`config.mk`:
```
export PLATFORM = sky130hd
export DESIGN_NAME = bicolor_led_drv
export DESIGN_NICKNAME = d
export VERILOG_FILES = /design/src/rtl/bicolor_led_drv.sv
export SDC_FILE = /design/constraint.sdc
export NUM_CORES = 1
export LEC_CHECK = 0
export CAP_MARGIN = 20
export CELL_PAD_IN_SITES_DETAIL_PLACEMENT = 0
export CELL_PAD_IN_SITES_GLOBAL_PLACEMENT = 1
export CORE_MARGIN = 10
export CORE_UTILIZATION = 41
export DETAILED_ROUTE_END_ITERATION = 7
export MAX_ROUTING_LAYER = met4
export PLACE_DENSITY_LB_ADDON = 0.1
export SETUP_SLACK_MARGIN = 0.5
export SLEW_MARGIN = 15
export SYNTH_ARGS = -nofsm -noshare
export SYNTH_HDL_FRONTEND = slang
export SYNTH_SLANG_ARGS = --single-unit
```
`constraint.sdc`:
```
create_clock -name clk -period 2 [get_ports clk]
set_input_delay 0.2 -clock clk [delete_from_list [all_inputs] [get_ports clk]]
set_output_delay 0.2 -clock clk [all_outputs]
set_load 0.005 [all_outputs]
```
`src/rtl/bicolor_led_drv.sv`:
```
// Bicolor (anti-parallel red/green) LED driver: frame-based PWM brightness,
// amber by alternating polarity per frame, optional whole-frame blink gating.
module bicolor_led_drv #(
    parameter int PSC        = 4,
    parameter int PWM_BITS   = 4,
    parameter int BLINK_BITS = 5
) (
    input  logic                clk,
    input  logic                rst_n,
    input  logic [1:0]          code,
    input  logic [PWM_BITS-1:0] bright,
    input  logic                blink,
    output logic [1:0]          pkgpin
);

    localparam int PSC_W = (PSC > 1) ? $clog2(PSC) : 1;

    localparam logic [PSC_W-1:0]    PSC_LAST = PSC_W'(PSC - 1);
    localparam logic [PWM_BITS-1:0] PWM_LAST = {PWM_BITS{1'b1}};

    localparam logic [1:0] CODE_OFF   = 2'b00;
    localparam logic [1:0] CODE_RED   = 2'b01;
    localparam logic [1:0] CODE_GREEN = 2'b10;
    localparam logic [1:0] CODE_AMBER = 2'b11;

    localparam logic [1:0] PIN_DARK  = 2'b00;
    localparam logic [1:0] PIN_RED   = 2'b01;
    localparam logic [1:0] PIN_GREEN = 2'b10;

    logic [PSC_W-1:0]      psc_cnt;
    logic [PWM_BITS-1:0]   pwm_cnt;
    logic [BLINK_BITS-1:0] blink_cnt;
    logic                  phase;

    logic [1:0]            code_sh;
    logic [PWM_BITS-1:0]   bright_sh;
    logic                  blink_sh;

    logic                  tick;
    logic                  frame_end;
    logic                  blink_dark;
    logic                  on;
    logic [1:0]            drive;

    assign tick      = (psc_cnt == PSC_LAST);
    assign frame_end = tick && (pwm_cnt == PWM_LAST);

    always_ff @(posedge clk or negedge rst_n) begin
        if (!rst_n) begin
            psc_cnt <= '0;
        end else if (tick) begin
            psc_cnt <= '0;
        end else begin
            psc_cnt <= psc_cnt + PSC_W'(1);
        end
    end

    always_ff @(posedge clk or negedge rst_n) begin
        if (!rst_n) begin
            pwm_cnt <= '0;
        end else if (tick) begin
            pwm_cnt <= pwm_cnt + PWM_BITS'(1);
        end
    end

    // Everything that may change what the LED shows is updated only here,
    // so a frame is never altered part-way through.
    always_ff @(posedge clk or negedge rst_n) begin
        if (!rst_n) begin
            blink_cnt <= '0;
            phase     <= 1'b0;
            code_sh   <= CODE_OFF;
            bright_sh <= '0;
            blink_sh  <= 1'b0;
        end else if (frame_end) begin
            blink_cnt <= blink_cnt + BLINK_BITS'(1);
            phase     <= ~phase;
            code_sh   <= code;
            bright_sh <= bright;
            blink_sh  <= blink;
        end
    end

    assign blink_dark = blink_sh && blink_cnt[BLINK_BITS-1];
    assign on         = (pwm_cnt < bright_sh) && !blink_dark;

    // Only one pin is ever driven high; 2'b11 is unreachable by construction.
    always_comb begin
        drive = PIN_DARK;
        if (on) begin
            case (code_sh)
                CODE_RED:   drive = PIN_RED;
                CODE_GREEN: drive = PIN_GREEN;
                CODE_AMBER: drive = phase ? PIN_GREEN : PIN_RED;
                default:    drive = PIN_DARK;
            endcase
        end
    end

    always_ff @(posedge clk or negedge rst_n) begin
        if (!rst_n) begin
            pkgpin <= PIN_DARK;
        end else begin
            pkgpin <= drive;
        end
    end

endmodule

```
* Yosys cells after proc, flatten, opt, wreduce, memory -nomap -nowiden
Cells that the tools add are included.
W data, S select, Z words.
** Storage, ports and cells
- Register bits :: 21
- Input bits :: 9
- Output and inout port bits :: 2
- Word-level logic and storage cells :: 26
** Cells by class
- $add $sub $neg :: 3
- $lt $le $gt $ge :: 1
- Equality and inequality tests :: 5
- Mux-type cells :: 4
- Bitwise logic cells :: 1
- Reduce and logical (&&, ||, !) cells :: 4
** Operators with widths (count)
- $eq A2 B2 Y1 const B :: 3
- $mux W2 :: 3
- $pmux W2 S3 :: 1
- $add A5 B1 Y5 const B :: 1
- $add A4 B1 Y4 const B :: 1
- $eq A4 B4 Y1 const B :: 1
- $lt A4 B4 Y1 :: 1
- $logic_and A1 B1 Y1 :: 3
- $add A2 B1 Y2 const B :: 1
- $eq A2 B1 Y1 const B :: 1
- $logic_not A1 Y1 :: 1
- $not A1 Y1 :: 1

* Depth between registers and ports, before layout
- Depth after elaboration :: 4
- Depth in mapped cells :: 7
- Gate-level depth less buffers :: 5

* Worst setup path after synthesis
No wires, ideal clock.
- Path type :: register to register
- Start point :: register pwm_cnt[3]
- End point :: register pkgpin[1]
- Setup time :: 0.082 ns
- Arrival time :: 1.265 ns
- Required time :: 1.918 ns
- Path slack :: 0.653 ns
- Cell stages (with the launch flop) :: 5
- Path buffers :: 0
- Period minus slack after synthesis :: 1.347 ns
- Cell sequence :: dfrtp_1 > ha_1 > a221oi_1 > nand3_1 > a31oi_1
** On the way
- Word-level cells in the longest chain between the ends :: 3
** Ends and longest elaborated chain
- start: declaration :: RTL line 31 : logic [PWM_BITS-1:0] pwm_cnt;
- start signal: assignment :: RTL line 62 : pwm_cnt <= pwm_cnt + PWM_BITS'(1);
- $lt A4 B4 Y1 :: RTL line 85 : assign on = (pwm_cnt < bright_sh) && !blink_dark;
- $logic_and A1 B1 Y1 :: RTL line 85
- $mux W2 :: RTL line 90 : if (on) begin
- named net drive[1] :: RTL line 43 : logic [1:0] drive;
- end signal: assignment :: RTL line 104 : pkgpin <= drive;
- end: declaration :: RTL line 13 : output logic [1:0] pkgpin
The timed path passes the listed nets, and every way through them passes these cells.
A chain may end at the register's enable or synchronous reset.

* Worst setup path after layout
- Start point :: register psc_cnt[0]
- End point :: register blink_cnt[4]
** On the way
- Word-level cells in the longest chain between the ends :: 2
** Ends and longest elaborated chain
- start: declaration :: RTL line 30 : logic [PSC_W-1:0] psc_cnt;
- start signal: assignment :: RTL line 54 : psc_cnt <= psc_cnt + PSC_W'(1);
- $eq A2 B2 Y1 :: RTL line 45 : assign tick = (psc_cnt == PSC_LAST);
- $logic_and A1 B1 Y1 :: RTL line 46 : assign frame_end = tick && (pwm_cnt == PWM_LAST);
- end signal: assignment :: RTL line 76 : blink_cnt <= blink_cnt + BLINK_BITS'(1);
- end: declaration :: RTL line 32 : logic [BLINK_BITS-1:0] blink_cnt;
No other way between the ends.

==> out/metrics.cfg <==
[run_status]
status = completed

[cts]
clk_latency_ns = 0.30
cts_setup_buffers = 0
cts_resized = 0
cts.path.max_buffers = 2
path_clk_slew_ns = 0.12
cts.sinks = 21
htree_levels = 1
cts_tree = done
cts_root_buf = clkbuf_4
cts_buffers = 3
cts_hold_buf = 0

[yosys]
yosys.area.top_type = dfrtp_1
synth-compound-area-share_pct = 4.80
avgSynthCellArea_um2 = 11.4
syn_inst = 80
synth_top_family_by_area = simple AND/OR/NAND/NOR gates
syn_area_um2 = 912
yosys_warnings = 0
synth_nets = 95
synth-xor-area-share_pct = 7.68
synth_top_area_share_pct = 57.6
ys_ff_latch = 21
synthAdderAreaFrac_pct = 8.23
yosys-top-cells-area = dfrtp_1 (58%), nand2_1 (8.6%), ha_1 (8.2%)
synth-simple-area-share_pct = 15.9
yosysUniqueCellTypes = 19
yosysSeqAreaShare_pct = 57.6
muxShareOfSynthArea_pct = 1.23

[timing]
fmax_mhz = 711
period_minus_slack_ns = 1.41
worst_pin_slew_ns = 0.272
rsz0062_at_grt = true
finalWorstSetupSlack_ns = 0.594
fin_crit_sh_pct = 70.3
hold_violations = 0
slew_viol_final = 0
fin_setup_tns_ns = 0
slew_headroom_pct = 81.8
skew_ns = 0.00592
fin_hold_ws_ns = 0.224
setup_viol = 0

[worst_setup_path]
startpoint_type = flip-flop
critPathKind = reg2reg
max_stage_delay_ns = 0.38
cp-end-kind = flip-flop
worst-path-buf-inv = 0
path_cells = ha_1, and4_2, nand4_1, xnor2_1
worstPathMaxFanout = 7
cp_data_arrival_time_ns = 1.61
cpMaxStageDelayCell = dfrtp_1
crit_family = simple AND/OR/NAND/NOR gates
required_ns = 2.20

[route]
firstDrtPassIters = 4
ant_nets = 0
wirelength_mm = 1.58
drtIter0Drc = 19
route.detailed.drc = 0
wl_per_cell_um = 13.0
vias_per_cell = 4.83
route.vias.total = 584

[pwr]
design_power_total_mw = 0.654
p_clk_share_pct = 31.3
p_sw_share_pct = 21.4
power.switching_mw = 0.140
leakagePower_nw = 0.513
power_frac_comb_pct = 3.8
pwr-share-seq_pct = 64.9
ir_drop_mv = 0.310
p_per_area_mw_per_mm2 = 613
p_int_mw = 0.514

[floorplanning]
core_area_mm2 = 0.00217
die-area_mm2 = 0.00451
initial_core_util_pct = 42.0
die_w_um = 67.2
die_h_um = 67.2
rows = 17
ios = 11

[global_route]
grt_pass1_vias = 607
antenna_found_initial = 0
grt_use_total_pct = 7.97
grt_pass1_wl_mm = 2.68
grt_start_max_net_pins = 22
grt_overflow = 0

[place]
place_area_mm2 = 0.00103
dp.cells = 117
post-place-ws_ns = 0.537
io_buffers = 10
dpl.hpwl_mm = 1.19
place_congestion = 0.677

[cells_and_area]
final_nets = 109
drive_above_1_share_pct = 10.8
area_growth_pct = 17.0
insertedDiodeCount = 0
stdcell_count = 121
register_area_um2 = 526
final_util_pct = 49.2
multi_input_area_um2 = 353
n_fill_cell = 216
finalInstanceArea_mm2 = 0.00107

[worst_hold_path]
hold_path.class = in2async

[flow_run]
drv_cap = 0

==> power groups by stage <==
| stage | Sequential (mW) | Combinational, mW | Clock, mW |
|---|---|---|---|
| after global routing | 0.425 | 0.0279 | 0.229 |
| after global placement | 0.433 | 0.0252 | 0 |
| after detailed placement | 0.433 | 0.0257 | 0 |
| after floorplan | 0.433 | 0.000155 | 0 |
| final | 0.424 | 0.0246 | 0.205 |
| after CTS | 0.424 | 0.0257 | 0.213 |
==> kinds of logic (layout without fill, tap and decap cells) <==
| group | Yosys count | count (layout) |
|---|---|---|
| AOI/OAI and AO/OA | 7 | 7 |
| adders and majority gates | 6 | 6 |
| and+or+nand+nor | 31 | 31 |
| DFF | 21 | 21 |
| buffers and inverters | 6 | 19 |
| xor gates and xnor gates | 8 | 8 |
| muxes | 1 | 1 |
==> layout make-up <==
cell class	count	area share, %
Clock buffer	3	2.11
Clock inverter	1	0.469
Inverter	3	1.06
Multi-Input combinational cell	53	33.1
Sequential cell	21	49.2
Tap cell	28	3.28
Timing Repair Buffer	12	10.8
==> sequential cells by signal, indices dropped and copies added (netlist names) <==
name,flops
blink_sh,1
phase,1
psc_cnt,2
pkgpin,2
bright_sh,4
code_sh,2
pwm_cnt,4
blink_cnt,5
==> layout by cell type (no fill, tap or decap), drive strengths merged <==
| cell type | n |
|---|---|
| inv | 3 |
| buf | 2 |
| a221oi | 1 |
| o21ai | 3 |
| clkinv | 1 |
| nand4 | 4 |
| xnor2 | 7 |
| nand2b | 2 |
| nand3 | 2 |
| a31oi | 2 |
| xor2 | 1 |
| clkbuf | 3 |
| a21o | 1 |
| nor2 | 1 |
| mux2 | 1 |
| and4 | 1 |
| nand2 | 21 |
| clkdlybuf4s50 | 10 |
| ha | 6 |
| dfrtp | 21 |
==> synth_stat cells <==
cell type	count
ha_1	6
dfrtp_1	21
a31oi_1	2
nor2_1	1
buf_4	1
mux2_2	1
o21ai_1	3
a21o_1	1
and4_1	1
xnor2_1	7
nand4_2	1
a221oi_1	1
nand2_1	21
xor2_1	1
inv_1	3
buf_6	2
nand2b_1	2
nand3_1	2
nand4_1	3
==> worst paths after layout <==
| path | from | end | slack [ns] | cells after the start |
|---|---|---|---|---|
| worst min register to register | psc_cnt[0] | psc_cnt[0] | 0.45 | 1 |
| worst max-delay path | psc_cnt[0] | blink_cnt[4] | 0.59 | 4 |
| min in group clk | code[1] | code_sh[1] | 0.41 | 3 |
| worst min-delay path | rst_n | blink_cnt[3] | 0.22 | 2 |
| max in group asynchronous | rst_n | psc_cnt[0] | 1.56 | 2 |
| worst max register to register | psc_cnt[0] | blink_cnt[4] | 0.59 | 4 |
==> routing by layer <==
layer | track usage [%] | wire length, um | vias to the layer above | part of all wire [%]
li1 | - | - | 293 | -
met5 | - | 0 | - | 0
met4 | 2.31 | 4 | 0 | 0.25
met3 | 2.64 | 58 | 2 | 3.7
met2 | 12.2 | 685 | 12 | 43
met1 | 9.80 | 826 | 277 | 52
(Power assumes the default switching activity.)
